--- config.mk ---
export PLATFORM = sky130hd
export DESIGN_NAME = param_register_bank
export DESIGN_NICKNAME = d
export VERILOG_FILES = /design/src/rtl/param_register_bank.sv
export SDC_FILE = /design/constraint.sdc
export NUM_CORES = 1
export LEC_CHECK = 0
export BUFFER_PORTS_ARGS = -buffer_cell sky130_fd_sc_hd__buf_2
export CORE_MARGIN = 1.5
export CORE_UTILIZATION = 40
export CTS_CLUSTER_SIZE = 10
export DETAILED_ROUTE_END_ITERATION = 7
export SLEW_MARGIN = 20
export SYNTH_ARGS = -nofsm -noshare
export SYNTH_HDL_FRONTEND = slang
export SYNTH_SLANG_ARGS = --single-unit
--- constraint.sdc ---
create_clock -name CLK -period 3.04 [get_ports CLK]
set_input_delay 0.608 -clock CLK [delete_from_list [all_inputs] [get_ports CLK]]
set_output_delay 0.608 -clock CLK [all_outputs]
set_load 0.02 [all_outputs]
--- src/rtl/param_register_bank.sv ---
// General-purpose register store: DEPTH x WIDTH registers with one read-modify-write
// port (LOAD/INC/DEC) and two combinational read ports with optional write bypass.

module param_register_bank_rd #(
  parameter int WIDTH    = 4,
  parameter int DEPTH    = 4,
  parameter int ADDR_W   = 2,
  parameter int ZERO_REG = 0,
  parameter int BYPASS   = 1
) (
  input  logic [DEPTH-1:0][WIDTH-1:0] regs,
  input  logic [ADDR_W-1:0]           addr,
  input  logic                        we,
  input  logic [ADDR_W-1:0]           wr_addr,
  input  logic [WIDTH-1:0]            nxt,
  output logic [WIDTH-1:0]            data
);
  // Unmatched addresses (>= DEPTH) and a hard-wired zero register fall through to 0.
  always_comb begin
    data = '0;
    for (int i = 0; i < DEPTH; i++)
      if (addr == ADDR_W'(i) && !(ZERO_REG != 0 && i == 0)) data = regs[i];
    if (BYPASS != 0 && we && addr == wr_addr) data = nxt;
  end
endmodule

module param_register_bank #(
  parameter int WIDTH    = 4,
  parameter int DEPTH    = 4,
  parameter int ZERO_REG = 0,
  parameter int BYPASS   = 1,
  parameter int ADDR_W   = (DEPTH <= 2) ? 1 : $clog2(DEPTH)
) (
  input  logic              CLK,
  input  logic              RESET,
  input  logic              ENABLE,
  input  logic [ADDR_W-1:0] WR_ADDR,
  input  logic [1:0]        WR_OP,
  input  logic [WIDTH-1:0]  WR_DATA,
  input  logic [ADDR_W-1:0] RD_ADDR_A,
  output logic [WIDTH-1:0]  RD_DATA_A,
  input  logic [ADDR_W-1:0] RD_ADDR_B,
  output logic [WIDTH-1:0]  RD_DATA_B,
  output logic              CARRY
);
  typedef enum logic [1:0] {OP_HOLD = 2'b00, OP_LOAD = 2'b01, OP_INC = 2'b10, OP_DEC = 2'b11} op_e;

  logic [DEPTH-1:0][WIDTH-1:0] regs;
  logic [DEPTH-1:0]            hit;
  logic [WIDTH-1:0]            cur, nxt;
  logic                        we, wrap;
  op_e                         op;

  assign op = op_e'(WR_OP);

  // One-hot decode of the write target; out-of-range and zero-register writes never hit.
  always_comb begin
    hit = '0;
    cur = '0;
    for (int i = 0; i < DEPTH; i++)
      if (WR_ADDR == ADDR_W'(i) && !(ZERO_REG != 0 && i == 0)) begin
        hit[i] = 1'b1;
        cur    = regs[i];
      end
  end

  assign we = ENABLE && (op != OP_HOLD) && (|hit);

  always_comb begin
    nxt  = cur;
    wrap = 1'b0;
    case (op)
      OP_LOAD: nxt = WR_DATA;
      OP_INC: begin
        nxt  = cur + WIDTH'(1);
        wrap = &cur;
      end
      OP_DEC: begin
        nxt  = cur - WIDTH'(1);
        wrap = ~|cur;
      end
      default: nxt = cur;
    endcase
  end

  always_ff @(posedge CLK or negedge RESET) begin
    if (!RESET) begin
      regs  <= '0;
      CARRY <= 1'b0;
    end else if (we) begin
      for (int i = 0; i < DEPTH; i++)
        if (hit[i]) regs[i] <= nxt;
      if (op == OP_INC || op == OP_DEC) CARRY <= wrap;
    end
  end

  logic [1:0][ADDR_W-1:0] rd_addr;
  logic [1:0][WIDTH-1:0]  rd_data;

  assign rd_addr   = {RD_ADDR_B, RD_ADDR_A};
  assign RD_DATA_A = rd_data[0];
  assign RD_DATA_B = rd_data[1];

  for (genvar p = 0; p < 2; p++) begin : g_rd
    param_register_bank_rd #(
      .WIDTH(WIDTH), .DEPTH(DEPTH), .ADDR_W(ADDR_W), .ZERO_REG(ZERO_REG), .BYPASS(BYPASS)
    ) u_rd (
      .regs(regs), .addr(rd_addr[p]), .we(we), .wr_addr(WR_ADDR), .nxt(nxt), .data(rd_data[p])
    );
  end
endmodule
==> results by stage, run 1 <==
Place:
- Port buffering added 23 buffers.
- At the end of routability-driven placement, the weighted congestion stood at 0.828.
- The half-perimeter wire length after detailed placement is 2.68 mm.

Clocking:
- The maximum buffer depth of the clock tree is 2.
- After clock tree synthesis, the clock-pin slew on the worst setup and hold paths is 110 ps.
- For this design, the sink count on the clock tree is 17.
- TritonCTS built the clock tree.
- At the later pin of the worst-skew pair, clock insertion delay measures 300 ps.
- The clock root buffer is sky130_fd_sc_hd__clkbuf_4.
- In this run the number of H-tree levels came out at 1.
- The CTS buffer count is 3.

Setup path:
- The worst setup path is launched from an input port.
- The start-to-end type of the worst setup path is in2out.
- The critical path arrival is 2500 ps.
- The critical path data required time is 2430 ps.
- The top fanout value on the critical path is 3.
- STA classifies the critical path endpoint as an output pin.

Global route:
- The initial antenna violation count came to 0.
- Entering global routing, the biggest net connects 18 pins.
- The remaining global-route overflow is 0.
- The wire length of the first global-routing pass is 5.72 mm.
- The number of global-route vias before repair is 1154.
- The overall track demand over capacity in global routing is 0.188.

STA:
- In the finished design, the share of the clock period the worst path needs comes to 1.02.
- Setup violations remaining at the end of the flow were counted as 2.
- Across all setup checks in the final design, the least slack found is -65.1 ps.
- The achievable clock frequency is 0.322 GHz.
- The final-layout setup total negative slack is -117 ps.
- The worst hold slack is 214 ps.
- The number of hold-slack violations in the final timing report is 0.
- The max-slew violation count is 0.
- The worst pin sits at a relative slew slack of 0.705.
- Clock skew on the completed layout was measured at 2.30 ps.
- The clock period minus worst slack is 3110 ps.
- The pin slew with the least headroom to its limit is 439 ps.
- Setup repair after global routing could not meet its margin everywhere.

Die:
- The floorplan step defined a die boundary enclosing 3870 um2.
- The number of placement rows is 21.
- The core outline area is 3360 um2.
- The number of ports placed on the die boundary is 24.
- The initial cell density of the core is 0.417.
- The vertical extent of the die is 62.2 um.
- The width of the die is 62.2 um.

Cells and area:
- The count of nets after finishing is 189.
- The commonest non-fill, non-tap cell in the layout is sky130_fd_sc_hd__buf_4.
- Leaving out fill and tap cells, the most frequent cells in the layout are 24 x sky130_fd_sc_hd__buf_4, 21 x sky130_fd_sc_hd__buf_2, 17 x sky130_fd_sc_hd__dfrtp_1.
- The repair_antennas step left the layout with diodes totalling 0.
- From synthesis to final layout, the design area changed by 32.4%.
- In the final layout, the share of cells above drive strength 1 is 0.529.

Min path:
- The worst hold path belongs to the class in2async.

Outcome:
- The flow ran to the end, but the final reports show violations.
- The final reports fail on negative setup slack.

Pwr:
- The worst IR drop on VDD is 0.000484 V.
- The leakage dissipation is 0.794 nW.
- The areal power density over the cells is 759 nW/um2.

Drt:
- The uppermost metal layer occupied by signal nets is met4.
- The detailed-route wire length per cell is 15.6 um.
- The detailed-routed wire length on met2 is 1.75 mm.
- The remaining design rule violation count is 0.
- The met1 routed wirelength after detailed routing is 1.49 mm.
- The count of nets left with antenna violations once routing finished came out at 0.
- The first detailed-routing pass took 4 iterations.
- The amount of wire on met3 after detailed routing is 111 um.
- The mean number of vias per cell is 5.50.
- The detailed router placed 1188 vias in this run.
- Wires add up to 3.38 mm.
- The number of DRC violations after detailed-routing iteration 0 is 61.

Synth:
- The share of flip-flops with an asynchronous set or reset is 1.00.
- After synthesis the netlist holds a flip-flop and latch count of 17.
- Yosys mapped a number of flops with a built-in enable equal to 0.
- The distinct cell type count of the synthesized netlist is 39.
- The mapped netlist covers 1400 um2.
- The average footprint of a synthesized cell is 11.1 um2.
- The net count after synthesis is 145.
- The instance count of the mapped netlist is 127.
- The flip-flop cell with the highest count after synthesis is sky130_fd_sc_hd__dfrtp_1.
- For this run, the register share of the synthesized area comes to 0.303.
- The Yosys step of the flow raised 0 warnings.

Job:
- The tool flagged a number of max-cap violations equal to 0.
-- path summary, 6_finish.rpt --
| check | endpoint | start | slack [ps] | depth (start not counted) |
|---|---|---|---|---|
| max | RD_DATA_A[2] | WR_ADDR[0] | -70 | 8 |
| min | regs[6] | RESET | 210 | 1 |
| max reg2reg | regs[6] | regs[5] | 650 | 8 |
| min reg2reg | regs[5] | regs[5] | 580 | 2 |
| max in group asynchronous | regs[12] | RESET | 2550 | 1 |
| min in group CLK | CARRY | ENABLE | 570 | 2 |
-- registers in the layout (all words and copies together), names as in the netlist --
signal and flops:
CARRY 1, regs 16
-- routing by layer --
metal | vias up | GRT usage
li1 | 566 | -
met1 | 593 | 0.254
met2 | 27 | 0.321
met3 | 2 | 0.0290
met4 | 0 | 0.0444
met5 | - | 0
-- through the flow --
step | setup WS (ps) | cells | power, mW | cell area (um2) | util
5_1_grt | -119 | 216 | 1.51 | 1860 | 0.553
3_5_place_dp | -189 | 206 | 1.14 | 1680 | 0.499
3_3_place_gp | -161 | 206 | 1.11 | 1680 | 0.499
4_1_cts | -27.1 | 212 | 1.34 | 1800 | 0.535
2_1_floorplan | -76.8 | 127 | 0.864 | 1400 | -
6_report | -65.1 | 216 | 1.41 | 1860 | 0.553
-- power by group --
part	switching, mW	internal, mW
logic	0.378	0.480
registers	0.113	0.314
clock network	0.0770	0.0490
-- synth_stat cells (all sizes together), types with 3 or more instances --
library cell  number  area, um2
o21ai             10       50.0
a21oi              5       25.0
nand2              9       33.8
mux2i             11        110
mux4              10        225
clkbuf             5       18.8
mux2              13        150
buf                4       33.8
xor2               4       35.0
inv                6       22.5
dfrtp             17        425
nor3               3       15.0
-- final cells by class --
class / instances / area [um2]
timing repair buffer: 48 / 332
multi-input combinational: 95 / 995
clock inverter: 1 / 5.00
sequential: 17 / 425
fill: 319 / 1500
inverter: 6 / 22.5
clock buffer: 3 / 22.5
tap: 46 / 57.6
-- logic make-up (layout without fill, tap and decap cells) --
logic type | count (synthesis) | after routing | synth area share
adder cells (fa/ha/maj) | 3 | 3 | 0.0321
multiplexers | 34 | 34 | 0.346
XOR/XNOR | 6 | 6 | 0.0374
flip-flops | 17 | 17 | 0.303
buffers and inverters | 15 | 58 | 0.0535
AND/OR/NAND/NOR | 26 | 26 | 0.102
AO/OA/AOI/OAI | 26 | 26 | 0.127
-- worst max-delay path, stage by stage --
cell and delay, ps:
sky130_fd_sc_hd__buf_6 100, sky130_fd_sc_hd__mux4_2 540, sky130_fd_sc_hd__buf_4 160, sky130_fd_sc_hd__fa_2 350, sky130_fd_sc_hd__xnor2_2 200, sky130_fd_sc_hd__a21oi_2 100
sky130_fd_sc_hd__mux2_2 280, sky130_fd_sc_hd__buf_2 160
-- repair_timing --
item | in CTS | in global routing
hold buffers | 0 | 0
pin swaps | 5 | 8
resized for setup | 14 | 6
buffers inserted | 3 | 4
endpoints found under the setup margin | 6 | 4
gates cloned | 0 | 0
(Power assumes the default switching activity.)
==> inputs of run 2 (changes only) <==
Settings changed: GPL_TIMING_DRIVEN set to 0.
==> results by stage, run 2 (synthesized netlist as in run 1, its figures left out) <==
Pwr:
- The areal power density over the cells is 732 nW/um2.
- In this run the static leakage power is 0.769 nW.
- The worst-case IR drop observed on VDD is 0.000338 V.

Place:
- Detailed placement finished with a half-perimeter wire length of 2.60 mm.
- Counting tap cells, the placed design contains a total of 192 instances.
- The congestion estimate from routability-driven global placement came to 0.834.
- The number of port buffers is 19.
- Prior to clock tree synthesis, the placed netlist has a worst setup slack of -346 ps.

Die:
- The floorplan step set the die width to 62.2 um.
- The initial cell density of the core is 0.417.
- 24 I/O pins were placed.
- The number of placement rows is 21.
- The die covers 3870 um2.
- The vertical extent of the die is 62.2 um.
- After floorplanning, the core was sized to cover 3360 um2.

STA:
- Dividing the final minimum period by the clock period gives 1.05.
- The final worst setup slack is -164 ps.
- In this run the tightest slew margin relative to its limit is 0.521.
- The clock period minus worst slack is 3200 ps.
- Setup violations remaining at the end of the flow were counted as 6.
- The achievable clock frequency is 0.312 GHz.
- The max-slew violation count is 0.
- At the pin with the least slew margin, the transition time is 713 ps.
- Setup repair after global routing could not meet its margin everywhere.
- The final-layout setup total negative slack is -440 ps.
- The setup skew after layout is 7.41 ps.
- The number of hold-slack violations in the final timing report is 0.

Clocking:
- The tree is rooted in a sky130_fd_sc_hd__clkbuf_4.
- The number of hold buffers added after CTS is 0.
- The CTS buffer count is 3.
- The maximum buffer depth of the clock tree is 2.
- After clock tree synthesis, the clock-pin slew on the worst setup and hold paths is 110 ps.
- The later-pin clock latency in the skew report is 290 ps.
- In this run the number of H-tree levels came out at 1.
- The TritonCTS clock tree is done.
- The number of sinks handled by clock tree synthesis is 17.

Global route:
- The maximum number of pins on one net before global-route repair is 18.
- The first global-routing pass estimated 6.13 mm of wire.
- The number of global-route vias before repair was 1283.
- Summed over all layers, the global routing overflow is 0.
- The initial antenna violation count is 0.
- In the global route stage, overall resource usage came out at 0.199.

Drt:
- The first-pass iteration count of the detailed router is 4.
- In the final routed layout, each cell accounts on average for 16.9 um.
- In the routed design, unresolved DRC markers number 0.
- The routed via count is 1174.
- The mean number of vias per cell is 5.54.
- Summed over all layers, the routed wires come to 3.59 mm.
- The count of nets left with antenna violations once routing finished came out at 0.
- After the first detailed-routing iteration, the DRC count stood at 31.

Cells and area:
- The area used by multi-input combinational logic is 966 um2.
- Counting flops per register, the top entry is regs.
- The net count of the finished layout is 185.
- The largest registers in the layout are regs (16), CARRY (1).
- The register area is 425 um2.
- In the final layout, the share of cells above drive strength 1 is 0.470.
- The post-layout instance count excluding filler cells is 212.
- The number of filler cells placed in the layout is 337.
- Leaving out fill and tap cells, the most frequent cells in the layout are 18 x sky130_fd_sc_hd__buf_2, 17 x sky130_fd_sc_hd__dfrtp_1, 16 x sky130_fd_sc_hd__buf_4.
- The number of antenna diodes in the final layout is 0.
- The library cell used most frequently in the layout, excluding fill and tap cells, is sky130_fd_sc_hd__buf_2.
- The signed area change from the synthesized netlist to the final layout is 29.2%.
- The flip-flop count of the largest register after layout is 16.

Job:
- The reported max-cap violation count is 0.

Setup path:
- Along the worst path, the maximum fanout reaches 5.
- Walking the worst path, the cells encountered are buf_12, buf_8, mux2i_4, mux2i_2, ha_1, nand3b_1, o22ai_2, o21a_1, o31ai_4, mux2i_1, buf_4.
- The critical-path cell with the highest stage delay is sky130_fd_sc_hd__ha_1.
- At the worst endpoint, the required time is 2430 ps.
- The worst setup path is launched from an input port.
- The category of cells accounting for the largest share of critical-path delay is compound AO/OA/AOI/OAI gates.
- The kind of end point of the critical path is an output pin.
- The delay contributed by the slowest stage of the critical path is 300 ps.
- The critical path arrival is 2600 ps.
- The setup path with the least slack is of type in2out.
- The sum of buffers and inverters on the critical path is 3.

Outcome:
- The checks that failed: negative setup slack.
- The run finished, with violations left.

Min path:
- The tightest min-delay check is of the in2async type.
## run 2: final cells by class
type / count / share of cell area
timing repair buffer: 35 / 0.134
inverter: 6 / 0.0124
tap: 46 / 0.0317
multi-input combinational: 95 / 0.532
clock buffer: 3 / 0.0124
sequential: 17 / 0.234
buffer: 9 / 0.0400
clock inverter: 1 / 0.00276
## run 2: final timing paths
check	from	end	slack, ps	depth (start not counted)
setup reg to reg	regs[13]	regs[15]	630	9
hold reg to reg	regs[1]	regs[1]	570	2
max in group asynchronous	RESET	regs[3]	2530	1
hold / removal	RESET	regs[11]	220	1
setup / recovery	WR_ADDR[0]	RD_DATA_B[3]	-160	11
min in group CLK	regs[1]	regs[1]	570	2
## run 2: metal layers
metal	GRT usage	vias up	wire, um
met5	0	-	0
met2	0.336	25	1840
met1	0.263	590	1600
li1	-	553	-
met4	0.0722	0	53
met3	0.0254	6	103
## run 2: timing repair
item,in CTS,in global routing
cloned,1,0
endpoints found under the setup margin,6,6
setup buffers,8,7
pin swaps,5,5
resized for setup,12,6
## run 2: report_power, final
group	total (mW)	switching, mW	leakage (nW)	internal [mW]
registers	0.419	0.105	0.205	0.314
logic	0.784	0.365	0.547	0.419
clock network	0.126	0.0766	0.0177	0.0489
## run 2: per-stage QoR
stage	util	hold WS (ps)	power, mW	instance area, um2
6_report	0.539	223	1.33	1810
5_1_grt	0.539	247	1.43	1810
4_1_cts	0.517	229	1.27	1740
3_5_place_dp	0.463	535	1.04	1560
3_3_place_gp	0.463	506	1.01	1560
2_1_floorplan	-	312	0.864	1400
==> inputs of run 3 (changes only) <==
Settings changed: BUFFER_PORTS_ARGS -buffer_cell sky130_fd_sc_hd__buf_2 to unset, DONT_BUFFER_PORTS set to 1, REMOVE_ABC_BUFFERS set to 1.
==> results by stage, run 3 (synthesized netlist as in run 1, its figures left out) <==
Global route:
- For this run, the total global-route usage over all layers was measured as 0.194.
- The initial antenna violation count is 0.
- The peak-usage layer in the global routing report is met2.
- For this run, global-route usage on met2 was measured as 0.321.
- The total overflow left after global routing is 0.
- The number of global-route vias before repair is 1066.
- The first global-routing pass estimated 5.73 mm of wire.
- The maximum number of pins on one net before global-route repair is 18.
- The met3 routing resource usage after global routing is 0.0290.
- The global routing met1 resource utilization is 0.258.

Setup path:
- Counting both buffers and inverters, the worst setup path holds a total of 2.
- The worst-case register-to-register setup slack is 630 ps.
- The number of cells on the worst reg-to-reg path is 10.
- The number of cells on the critical path is 9.
- The category of cells accounting for the largest share of critical-path delay is multiplexers.
- The start-to-end type of the worst setup path is reg2out.
- The critical path goes through mux4_2, ha_4, nand3b_1, o22ai_2, buf_4, nor3_4, o31ai_4, buf_6, mux2i_4.
- In this run the critical register-to-register path is captured at regs[7].
- STA classifies the critical path endpoint as an output pin.
- Data arrives at the worst endpoint at 2510 ps.
- The startpoint of the worst-slack reg-to-reg timing path is regs[13].
- The critical-path cell with the highest stage delay is sky130_fd_sc_hd__mux4_2.
- The top fanout value on the critical path is 4.
- The delay contributed by the slowest stage of the critical path is 560 ps.
- At the worst endpoint, the required time is 2430 ps.
- The worst setup path is launched from a flop.

Drt:
- After the first detailed-routing iteration, the DRC count stood at 81.
- Using the TritonRoute via totals, the vias-per-cell ratio works out to 5.73.
- The routed layout has 1048 vias.
- Before antenna repair, the detailed router went through 4 iterations.
- The residual antenna-violating net count after detailed routing is 0.
- The post-detailed-routing wire length is 3.56 mm.
- The remaining design rule violation count is 0.
- The detailed-route wire length per cell is 19.5 um.

STA:
- Setup repair after global routing could not meet its margin everywhere.
- The max-slew violation count was 0.
- The clock period minus worst slack is 3110 ps.
- In this run the tightest slew margin relative to its limit is 0.319.
- For the final routed database, the setup TNS stands at -148 ps.
- Timing would allow up to 0.321 GHz.
- The pin slew with the least headroom to its limit is 1010 ps.
- The share of the clock period used by the worst path is 1.02.
- Setup violations remaining at the end of the flow were counted as 2.
- The setup skew after layout is 4.14 ps.
- The number of hold-slack violations in the final timing report was 0.
- The final worst setup slack is -75.0 ps.

Pwr:
- The internal cell power is 0.755 mW.
- The leakage dissipation is 0.645 nW.
- The combinational group share of total power is 0.585.
- The share of total power dissipated in the clock network is 0.101.
- Across the VDD grid, the largest voltage drop is 0.000333 V.
- The power consumption is 1.28 mW.
- Of the total power, the share spent switching nets is 0.410.
- The switching power is 0.526 mW.
- The areal power density over the cells is 785 nW/um2.
- The register share of total power is 0.314.

Place:
- Routability-driven placement finished with a final weighted congestion of 0.865.
- The half-perimeter wire length after detailed placement is 2.41 mm.
- The number of port buffers is 0.
- Prior to clock tree synthesis, the placed netlist has a worst setup slack of -186 ps.
- The cell total after placement is 164.

Clocking:
- The clock root buffer is sky130_fd_sc_hd__clkbuf_4.
- The maximum buffer depth of the clock tree is 2.
- The TritonCTS clock tree is done.
- The number of clock buffers added by TritonCTS is 3.
- The later-pin clock latency in the skew report is 300 ps.
- Clock tree synthesis found a total of 17 sinks.
- After clock tree synthesis, the clock-pin slew on the worst setup and hold paths is 100 ps.
- CTS built an H-tree with a depth of 1.

Die:
- The initial utilization of the core area, before any placement, comes to 0.417.
- Measured along the y axis, the die boundary spans 62.2 um.
- The number of ports placed on the die boundary is 24.
- The floorplan has 21 rows.
- The core outline area is 3360 um2.
- The width of the die is 62.2 um.
- The die outline area is 3870 um2.

Cells and area:
- regs holds more flip-flops than any other register.
- In the final layout, the share of cells above drive strength 1 is 0.394.
- The finished layout holds 183 standard cells, fillers aside.
- From synthesis to final layout, the design area changed by 16.2%.
- 0 antenna diodes ended up in the layout.
- The utilization after layout is 0.485.
- The commonest non-fill, non-tap cell in the layout is sky130_fd_sc_hd__dfrtp_1.
- In the layout the commonest cells are 17 x sky130_fd_sc_hd__dfrtp_1, 13 x sky130_fd_sc_hd__buf_4, 12 x sky130_fd_sc_hd__mux2_2.
- The flip-flop count of the largest register after layout is 16.
- The largest registers in the layout are regs (16), CARRY (1).
- The count of nets after finishing is 156.

Min path:
- The worst hold path terminates at CARRY.
- Counting instances, the worst hold path has a depth of 1.
- The min-delay analysis places its worst path in the category in2reg.
- The launch instance of the worst min-delay path is WR_OP[1].

Outcome:
- The final reports fail on negative setup slack.
- The flow ran to the end, but the final reports show violations.

Job:
- Across the run, the number of max-cap violations was 0.
run 3: area by class of cell:
class | count | area [um2]
Clock buffer | 4 | 26.3
Multi-Input combinational cell | 95 | 981
Inverter | 6 | 22.5
Sequential cell | 17 | 425
Tap cell | 46 | 57.6
Timing Repair Buffer | 15 | 119
Fill cell | 341 | 1730
run 3: per-stage QoR:
stage / instance area [um2] / hold slack (ps)
final: 1630 / 410
after global routing: 1630 / 403
after CTS: 1580 / 411
after detailed placement: 1410 / 313
after global placement: 1410 / 313
after floorplan: 1350 / 312
run 3: routing by layer:
metal / up-vias / wire, um
met2: 38 / 1720
met5: - / 0
met4: 0 / 82
met3: 10 / 263
li1: 499 / -
met1: 501 / 1500
run 3: what timing repair did:
item | in CTS | in global routing
setup endpoints to repair | 6 | 6
resized for setup | 12 | 2
hold buffers | 1 | 0
endpoints found under the hold margin | 17 | 0
pin swaps | 3 | 4
setup buffers | 9 | 5
run 3: how the worst max path moves through the flow:
stage                     startpoint            to  slack [ps]
after detailed placement  WR_ADDR[0]  RD_DATA_A[3]        -190
after CTS                   regs[13]  RD_DATA_A[3]         -70
after global routing        regs[13]  RD_DATA_A[3]        -180
after floorplan           WR_ADDR[0]  RD_DATA_A[3]          40
after global placement    WR_ADDR[0]  RD_DATA_A[3]        -140
final                       regs[13]  RD_DATA_A[3]         -70
run 3: power groups by stage:
stage	clock network [mW]	registers (mW)	logic, mW
CTS	0.129	0.399	0.688
finish	0.129	0.402	0.750
global route	0.141	0.415	0.810
global placement	0	0.398	0.536
detailed placement	0	0.407	0.555
floorplan	0	0.379	0.469
